`config.mk`:
```
export PLATFORM = sky130hd
export DESIGN_NAME = yuv_line_addr_gen
export DESIGN_NICKNAME = d
export VERILOG_FILES = /design/src/rtl/yuv_line_addr_gen.sv
export SDC_FILE = /design/constraint.sdc
export NUM_CORES = 1
export LEC_CHECK = 0
export BUFFER_PORTS_ARGS = -buffer_cell sky130_fd_sc_hd__buf_4
export CORE_UTILIZATION = 46
export CTS_CLUSTER_DIAMETER = 150
export DETAILED_ROUTE_END_ITERATION = 8
export PLACE_DENSITY = 0.82
export SLEW_MARGIN = 0
export SYNTH_ARGS = -nofsm -noshare
export SYNTH_HDL_FRONTEND = slang
export SYNTH_SLANG_ARGS = --single-unit
export TNS_END_PERCENT = 20
```
`constraint.sdc`:
```
create_clock -name clk -period 1.4 [get_ports clk]
set_input_delay 0.28 -clock clk [delete_from_list [all_inputs] [get_ports clk]]
set_output_delay 0.28 -clock clk [all_outputs]
set_load 0.03 [all_outputs]
```
`src/rtl/yuv_line_addr_gen.sv`:
```
// yuv_line_addr_gen
// Write-address generator and flow controller for the YUV line-buffer BRAMs.
// Accepts a pixel stream (data_valid gated by w_ready), produces the BRAM
// write address/strobe, wraps at DEPTH, inserts a reload gap between lines
// and tracks the line index within a frame.
// Optional feature: define YUV_ADDR_PINGPONG_EN to make w_bank toggle on
// every completed line (double buffering); otherwise w_bank is tied to 0.
`timescale 1ns/1ps

module yuv_line_addr_gen #(
  parameter int DEPTH       = 96,
  parameter int AW          = 7,
  parameter int LINES       = 4,
  parameter int LW          = 2,
  parameter int START_DELAY = 2,
  parameter int RELOAD_GAP  = 4
) (
  input  logic          clk,
  input  logic          rst,
  input  logic          flush,
  input  logic          data_valid,
  output logic          w_ready,
  output logic          w_en,
  output logic [AW-1:0] w_addr,
  output logic [LW-1:0] line_idx,
  output logic          line_done,
  output logic          frame_done,
  output logic          w_bank
);

  // The delay counter is shared by START and GAP, so it is sized for the
  // larger of the two; it only ever counts up to (delay - 1).
  localparam int CMAX = (START_DELAY > RELOAD_GAP) ? START_DELAY : RELOAD_GAP;
  localparam int CW   = (CMAX < 2) ? 1 : $clog2(CMAX);

  localparam logic [CW-1:0] SD_LAST    = (START_DELAY > 0) ? CW'(START_DELAY - 1) : '0;
  localparam logic [CW-1:0] GAP_LAST   = (RELOAD_GAP > 0)  ? CW'(RELOAD_GAP - 1)  : '0;
  localparam logic [AW-1:0] ADDR_LAST  = AW'(DEPTH - 1);
  localparam logic [LW-1:0] LINE_LAST  = LW'(LINES - 1);
  localparam bit            START_SKIP = (START_DELAY == 0);
  localparam bit            GAP_SKIP   = (RELOAD_GAP == 0);

  typedef enum logic [1:0] {
    ST_START = 2'd0,
    ST_LOAD  = 2'd1,
    ST_GAP   = 2'd2
  } state_t;

  state_t        state;
  logic [CW-1:0] cnt;
  logic          line_end;

  // Write strobe is purely combinational so the beat lands in the same cycle.
  assign w_en = data_valid & w_ready;

  // Last beat of the current line is being accepted this cycle.
  assign line_end = w_en && (state == ST_LOAD) && (w_addr == ADDR_LAST);

  // Control FSM: start delay, address/line counting, and the reload gap.
  always_ff @(posedge clk) begin
    if (rst || flush) begin
      state      <= ST_START;
      cnt        <= '0;
      w_ready    <= 1'b0;
      w_addr     <= '0;
      line_idx   <= '0;
      line_done  <= 1'b0;
      frame_done <= 1'b0;
    end else begin
      line_done  <= 1'b0;
      frame_done <= 1'b0;
      case (state)
        ST_START: begin
          if (START_SKIP || (cnt == SD_LAST)) begin
            cnt     <= '0;
            w_ready <= 1'b1;
            state   <= ST_LOAD;
          end else begin
            cnt <= cnt + 1'b1;
          end
        end

        ST_LOAD: begin
          if (w_en) begin
            if (w_addr == ADDR_LAST) begin
              w_addr    <= '0;
              line_done <= 1'b1;
              // Explicit wrap so LINES need not be a power of two.
              if (line_idx == LINE_LAST) begin
                line_idx   <= '0;
                frame_done <= 1'b1;
              end else begin
                line_idx <= line_idx + 1'b1;
              end
              // With no gap, stay in LOAD so lines run back to back.
              if (!GAP_SKIP) begin
                w_ready <= 1'b0;
                cnt     <= '0;
                state   <= ST_GAP;
              end
            end else begin
              w_addr <= w_addr + 1'b1;
            end
          end
        end

        ST_GAP: begin
          if (GAP_SKIP || (cnt == GAP_LAST)) begin
            cnt     <= '0;
            w_ready <= 1'b1;
            state   <= ST_LOAD;
          end else begin
            cnt <= cnt + 1'b1;
          end
        end

        default: begin
          state   <= ST_START;
          cnt     <= '0;
          w_ready <= 1'b0;
        end
      endcase
    end
  end

`ifdef YUV_ADDR_PINGPONG_EN
  // Bank select flips at each line boundary so consecutive lines alternate halves.
  always_ff @(posedge clk) begin
    if (rst || flush) begin
      w_bank <= 1'b0;
    end else if (line_end) begin
      w_bank <= ~w_bank;
    end
  end
`else
  // Single-bank build: no bank register.
  assign w_bank = 1'b0;

  // line_end only drives the bank toggle; keep it referenced in this build.
  logic unused_line_end;
  assign unused_line_end = line_end;
`endif

endmodule

```
-- After elaboration in Yosys (flattened, before gate mapping)
Cells that the tools add are included.
- $add $sub $neg: 3
- equality and inequality tests: 10
- muxes and demuxes: 19
- bitwise logic cells: 4
- reductions and logical operators: 8
- operators by type and width (cell ; number):
    $mux 2 ; 9
    $pmux 2 s3 ; 2
    $add 7x1->7 const B ; 1
    $eq 7x7->1 const B ; 1
    $mux 7 ; 1
    $eq 2x2->1 const B ; 3
    $mux 1 ; 6
    $ne 2x2->1 const B ; 3
    $add 2x1->2 const B ; 2
    $eq 2x1->1 const B ; 2
    $reduce_and 2->1 ; 2
    $reduce_and 4->1 ; 1
    $reduce_or 4->1 ; 1
    $not 1->1 ; 3
    $pmux 1 s3 ; 1
    $reduce_and 3->1 ; 1
    $reduce_or 3->1 ; 1
    $logic_not 2->1 ; 1
    $ne 2x1->1 const B ; 1
    $and 1x1->1 ; 1
    $logic_or 1x1->1 ; 1
- bits in registers: 16
- logic and storage cells: 51

-- Logic depth before layout (Yosys ltp)
Gate-level depths: netlist of the first run.
- word-level depth: 4
- gate-level depth with buffers: 5
- gate-level depth less buffers: 5

-- Least setup slack after synthesis of the first run
Ideal clock, no wire load.
- kind: reg-to-reg
- start: register w_addr[0]
- end: register w_addr[6]
- library setup time: 0.071 ns
- arrival: 1.515 ns
- required time: 1.329 ns
- path slack: -0.185 ns
- stages on the path, launching flop included: 5
- buffers on the path: 0
- period minus slack after synthesis: 1.585 ns
- path through: dfxtp_1 > ha_1 > nand3_2 > or4_1 > a21oi_1
- longest elaborated chain between the ends: 2
- elaborated cells on any way between the ends: 3
- those cells by class: add/sub: 1; eq/ne: 1; mux: 1
- RTL lines (item ; RTL line ; RTL):
    start: declaration ; 24 ; output logic [AW-1:0] w_addr,
    start signal: assignment ; 102 ; w_addr <= w_addr + 1'b1;
    $add 7x1->7 or $eq 7x7->1 (tied branches) ; 102, 85 ;
    $mux 7 * ; 85 ; if (w_addr == ADDR_LAST) begin
Every way passes the cells marked *; elsewhere a longest branch is shown, timed or not.
A chain may end at the register's enable or synchronous reset.

-- Worst setup path in the final report of the first run
Ends and elaborated chain as after synthesis.

==> flow_summary.ini, run 1 <==
[timing]
final-hold-violation-count = 0
clock_skew_ns = 0.0129
drv_slew = 0
fmax_mhz = 751
tns_ns = 0
finalCriticalPeriod_ns = 1.33
final.period_utilization = 0.951
finalSetupViolCount = 0
timing.hold.ws_ns = 0.319

[synthesis]
synth_seq_cells = 15
syn_avg_cell_area_sq_um = 9.55
yosys_warnings = 0
synth-edff-count = 0
netlist_area_sq_um = 802
synth_cell_type_count = 41
synth_ff_type = dfxtp_1
synth-seq-area-share = 0.374
synth_async_sr_flop_share = 0
synth_fp_nets = 93
syn_inst = 84

[global_route]
grt_antenna_before_repair = 0
grt_pass1_vias = 642
grt_overflow = 0
grt_max_degree = 11
grt_pass1_wl_mm = 2.82
track_usage = 0.194

[worst_hold_path]
min_path_type = in -> reg
hold_path_depth = 3

[place]
gp_congestion = 0.796
port_buffers = 16
hpwlAfterDp_mm = 1.25
dp_cells = 115

[route]
dr.first_iter.drc_count = 9
dr_total_vias = 682
dr.pass1.iters = 6
antenna_left = 0
drc_errors = 2
vias_per_cell = 5.64
totalWireLength_mm = 1.68
wl_per_cell_um = 13.9

[layout]
diodes = 0
layout_commonest_cell = buf_4
final_cells = 121
layout.nets = 115
drive_gt1_frac = 0.410
final_cell_mix = buf_4 (22), dfxtp_1 (10), nand2_1 (6)
fill_cells = 151
area_delta_synth_final_pct = 26.5

[clock_tree]
cts.sinks = 15
cts_buffers = 3
clkTransAtPathRegs_ns = 0.10
clock_latency_ns = 0.29
h-tree-depth = 1
cts_tree = built
cts_root_buffer = clkbuf_4
clock_path_buffers = 2

[setup_path]
cpMaxStageDelayCell = or4_1
crit_path_max_fanout = 4
required_ns = 1.63
ff2ff_path_depth = 4
crit_chain = ha_4 -> nand3_2 -> or4_1 -> a21oi_2
cp-start-kind = flip-flop
endpoint_kind = flip-flop
crit_arrival_ns = 1.56
path_class = reg -> reg
max_stage_delay_ns = 0.53

[run]
drv_cap = 0

[pwr]
p_clk_frac = 0.339
leakagePower_nw = 0.432
pwr-share-comb = 0.082
switching_share = 0.252
power.density_nw_per_um2 = 736
p_switching_uw = 188
ir_drop_v = 0.000438
p_seq_frac = 0.579
p_int_uw = 559

[floorplan]
die_area_sq_um = 1910
io_pins = 18
chipWidth_um = 43.8
coreArea_sq_um = 1560
placementRows = 14
die_y_um = 43.8
start_util = 0.514

[run_status]
status = finished, violations left
violations = design-rule violations
-- metrics by stage --
step	utilization	cell area (sq um)	worst slack [ns]	power (mW)
after global routing	0.651	1010	-0.00947	0.772
final	0.651	1010	0.0692	0.747
after CTS	0.627	977	0.00112	0.747
after global placement	0.607	946	0.0387	0.498
after floorplan	-	815	-0.0157	0.479
after detailed placement	0.607	946	0.00476	0.500
-- per-layer routing --
layer	up-vias	global-route usage	part of all wire
met3	0	0.0250	0.033
met2	12	0.328	0.50
met5	-	0	0
met4	0	0.0375	0
met1	325	0.264	0.47
li1	345	-	-
-- timing repair --
action / 4_1_cts / 5_1_grt
pin swaps: 0 / 1
gates cloned: 0 / 0
endpoints found under the setup margin: 3 / 8
hold buffers: 0 / 0
setup buffers: 0 / 2
resized for setup: 2 / 6
-- cells by family after synthesis --
group,after synthesis,share of synthesized area
and+or+nand+nor,35,0.287
AOI/OAI and AO/OA,15,0.137
DFF,15,0.374
buffers and inverters,8,0.0577
adders and majority gates,5,0.0780
muxes,3,0.0390
xor gates and xnor gates,2,0.0218
other,1,0.00468
-- layout make-up --
cell class,instances,area (sq um),share of cell area
repair buffers,22,165,0.163
clock buffers,3,22.5,0.0222
inverters,3,11.3,0.0111
clock inverters,1,5.00,0.00493
flip-flops and latches,15,312,0.307
well taps,16,20.0,0.0197
multi-input cells,61,479,0.472
-- state kept, by name (all words and copies together), names as in the netlist --
signal and count:
w_addr 7, state 2, cnt 2, frame_done 1
line_idx 2, line_done 1
-- cells in the mapped netlist, types with 2 or more instances --
cell type / count / area (sq um)
buf_4: 2 / 15.0
nand2_1: 6 / 22.5
mux2i_1: 2 / 20.0
o31ai_1: 2 / 15.0
a41o_1: 2 / 20.0
nor2_1: 3 / 11.3
inv_1: 3 / 11.3
nand3_1: 2 / 10.0
nor3_1: 3 / 15.0
a21oi_1: 3 / 15.0
or4_1: 2 / 15.0
dfxtp_1: 15 / 300
nor4_1: 2 / 12.5
or3_1: 3 / 18.8
ha_1: 5 / 62.6
a31oi_1: 2 / 12.5
and3_1: 2 / 12.5
xor2_1: 2 / 17.5
-- worst max-delay path, delay by kind of cell (launching register included) --
| kind | cells | cell delay [ns] |
|---|---|---|
| simple gates | 2 | 0.63 |
| flops | 1 | 0.38 |
| fa+ha+maj | 1 | 0.15 |
| compound gates | 1 | 0.12 |
-- worst paths after layout --
kind / endpoint / slack [ns] / start
max: w_addr[6] / 0.07 / w_addr[0]
min: w_addr[1] / 0.32 / data_valid
max reg2reg: w_addr[6] / 0.07 / w_addr[0]
min reg2reg: line_idx[1] / 0.50 / line_idx[1]
-- power by group through the flow --
| stage | sequential, mW | combinational, mW | clock [mW] |
|---|---|---|---|
| floorplan | 0.442 | 0.0366 | 0 |
| global placement | 0.441 | 0.0564 | 0 |
| detailed placement | 0.442 | 0.0583 | 0 |
| CTS | 0.432 | 0.0586 | 0.257 |
| global route | 0.433 | 0.0671 | 0.271 |
| finish | 0.432 | 0.0612 | 0.253 |
(Power assumes the default switching activity.)
==> run 2: changes to the inputs <==
--- a/config.mk
+++ b/config.mk
@@ -6,10 +6,10 @@
 export NUM_CORES = 1
 export LEC_CHECK = 0
 export BUFFER_PORTS_ARGS = -buffer_cell sky130_fd_sc_hd__buf_4
-export CORE_UTILIZATION = 46
+export CORE_UTILIZATION = 51
 export CTS_CLUSTER_DIAMETER = 150
 export DETAILED_ROUTE_END_ITERATION = 8
-export PLACE_DENSITY = 0.82
+export PLACE_DENSITY = 0.86
 export SLEW_MARGIN = 0
 export SYNTH_ARGS = -nofsm -noshare
 export SYNTH_HDL_FRONTEND = slang
==> constraint.sdc (replaced) <==
create_clock -name clk -period 1.3 [get_ports clk]
set_input_delay 0.26 -clock clk [delete_from_list [all_inputs] [get_ports clk]]
set_output_delay 0.26 -clock clk [all_outputs]
set_load 0.03 [all_outputs]
==> flow_summary.ini, run 2 (synthesis gave the netlist of run 1 again) <==
[route]
drc_errors = 0
dr_total_vias = 825
vias_per_cell = 6.35
antenna_left = 0
dr.first_iter.drc_count = 21
totalWireLength_mm = 2.50
wl_per_cell_um = 19.3
dr.pass1.iters = 4

[setup_path]
endpoint_kind = flip-flop
crit_path_max_fanout = 6
crit_arrival_ns = 1.58
max_stage_delay_ns = 0.39
cpMaxStageDelayCell = or3_1
cp-start-kind = flip-flop
crit_chain = nand3b_4 -> or3_1 -> a211oi_1
required_ns = 1.48
path_class = reg -> reg

[clock_tree]
h-tree-depth = 1
cts_buffers = 3
clkTransAtPathRegs_ns = 0.09
cts_hold_buf = 0
cts.sinks = 15
cts_root_buffer = clkbuf_4
clock_path_buffers = 2
cts_tree = built
clock_latency_ns = 0.29

[run]
drv_cap = 0

[timing]
finalSetupViolCount = 7
final-hold-violation-count = 0
final.period_utilization = 1.08
drv_slew = 0
fmax_mhz = 715
final.setup.worst_slack_ns = -0.0990
clock_skew_ns = 0.00467
finalCriticalPeriod_ns = 1.40
grt_setup_unrepaired = true

[pwr]
finalPower_uw = 809
leakagePower_nw = 0.513
power.density_nw_per_um2 = 691
ir_drop_v = 0.000577

[layout]
area_delta_synth_final_pct = 46.0
largest_register_ff_count = 7
largest-register = w_addr
final_cells = 130
fill_cells = 75
layout.nets = 125
diodes = 0
final_cell_mix = buf_4 (31), dfxtp_4 (7)
drive_gt1_frac = 0.574
layout_commonest_cell = buf_4

[global_route]
grt_max_degree = 13
track_usage = 0.247
grt_antenna_before_repair = 0
grt_overflow = 0
grt_pass1_vias = 699
grt_pass1_wl_mm = 3.29

[floorplan]
coreArea_sq_um = 1380
placementRows = 13
chipWidth_um = 41.7
die_y_um = 41.7
io_pins = 18
start_util = 0.580
die_area_sq_um = 1740

[worst_hold_path]
min_path_type = in -> reg

[place]
port_buffers = 16
gp_congestion = 0.798
dp_cells = 119
hpwlAfterDp_mm = 1.27

[run_status]
violations = negative setup slack
status = finished, violations left
-- run 2: cell type report --
type / count / area (sq um) / area share
Timing Repair Buffer: 32 / 244 / 0.208
Clock buffer: 3 / 22.5 / 0.0192
Tap cell: 15 / 18.8 / 0.0160
Sequential cell: 15 / 332 / 0.283
Clock inverter: 1 / 5.00 / 0.00427
Multi-Input combinational cell: 61 / 538 / 0.459
Inverter: 3 / 11.3 / 0.00962
-- run 2: where the power goes --
group	leakage (nW)	switching [mW]	total, mW	internal [mW]
clock	0.0177	0.159	0.273	0.114
combinational	0.367	0.0431	0.0774	0.0344
sequential	0.129	0.00788	0.459	0.451
total	0.513	0.210	0.809	0.600
-- run 2: per-stage QoR --
stage               worst slack (ns)  cell area [sq um]  TNS (ns)  hold slack (ns)   util
floorplan                    -0.0350                837    -0.160            0.410      -
global placement             -0.0125               1000   -0.0125            0.466  0.727
detailed placement           -0.0767               1000    -0.133            0.479  0.727
CTS                          -0.0324               1070   -0.0577            0.282  0.772
global route                  -0.172               1170    -0.608            0.313  0.847
finish                       -0.0990               1170    -0.226            0.306  0.847
-- run 2: critical path, delay by kind of cell (launching register included) --
family | cells | cell delay, ns
simple gates | 2 | 0.58
flops | 1 | 0.37
compound gates | 1 | 0.33
-- run 2: timing repair --
| item | in CTS | in global routing |
|---|---|---|
| setup endpoints to repair | 6 | 10 |
| resized for setup | 10 | 16 |
| hold endpoints to repair | 0 | 0 |
| pin swaps | 1 | 9 |
| setup buffers | 0 | 7 |
-- run 2: final timing paths --
kind	from	to	slack, ns	cells past startpoint
setup / recovery	state[1]	w_addr[3]	-0.1	3
hold / removal	data_valid	w_addr[1]	0.31	3
setup reg to reg	state[1]	w_addr[3]	-0.1	3
hold reg to reg	line_idx[1]	line_idx[1]	0.51	2
-- run 2: metal layers --
layer | vias to the layer above | wire [um] | GRT usage
met1 | 381 | 925 | 0.283
met2 | 60 | 1250 | 0.403
met5 | - | 0 | 0
met3 | 15 | 186 | 0.0391
li1 | 369 | - | -
met4 | 0 | 140 | 0.194
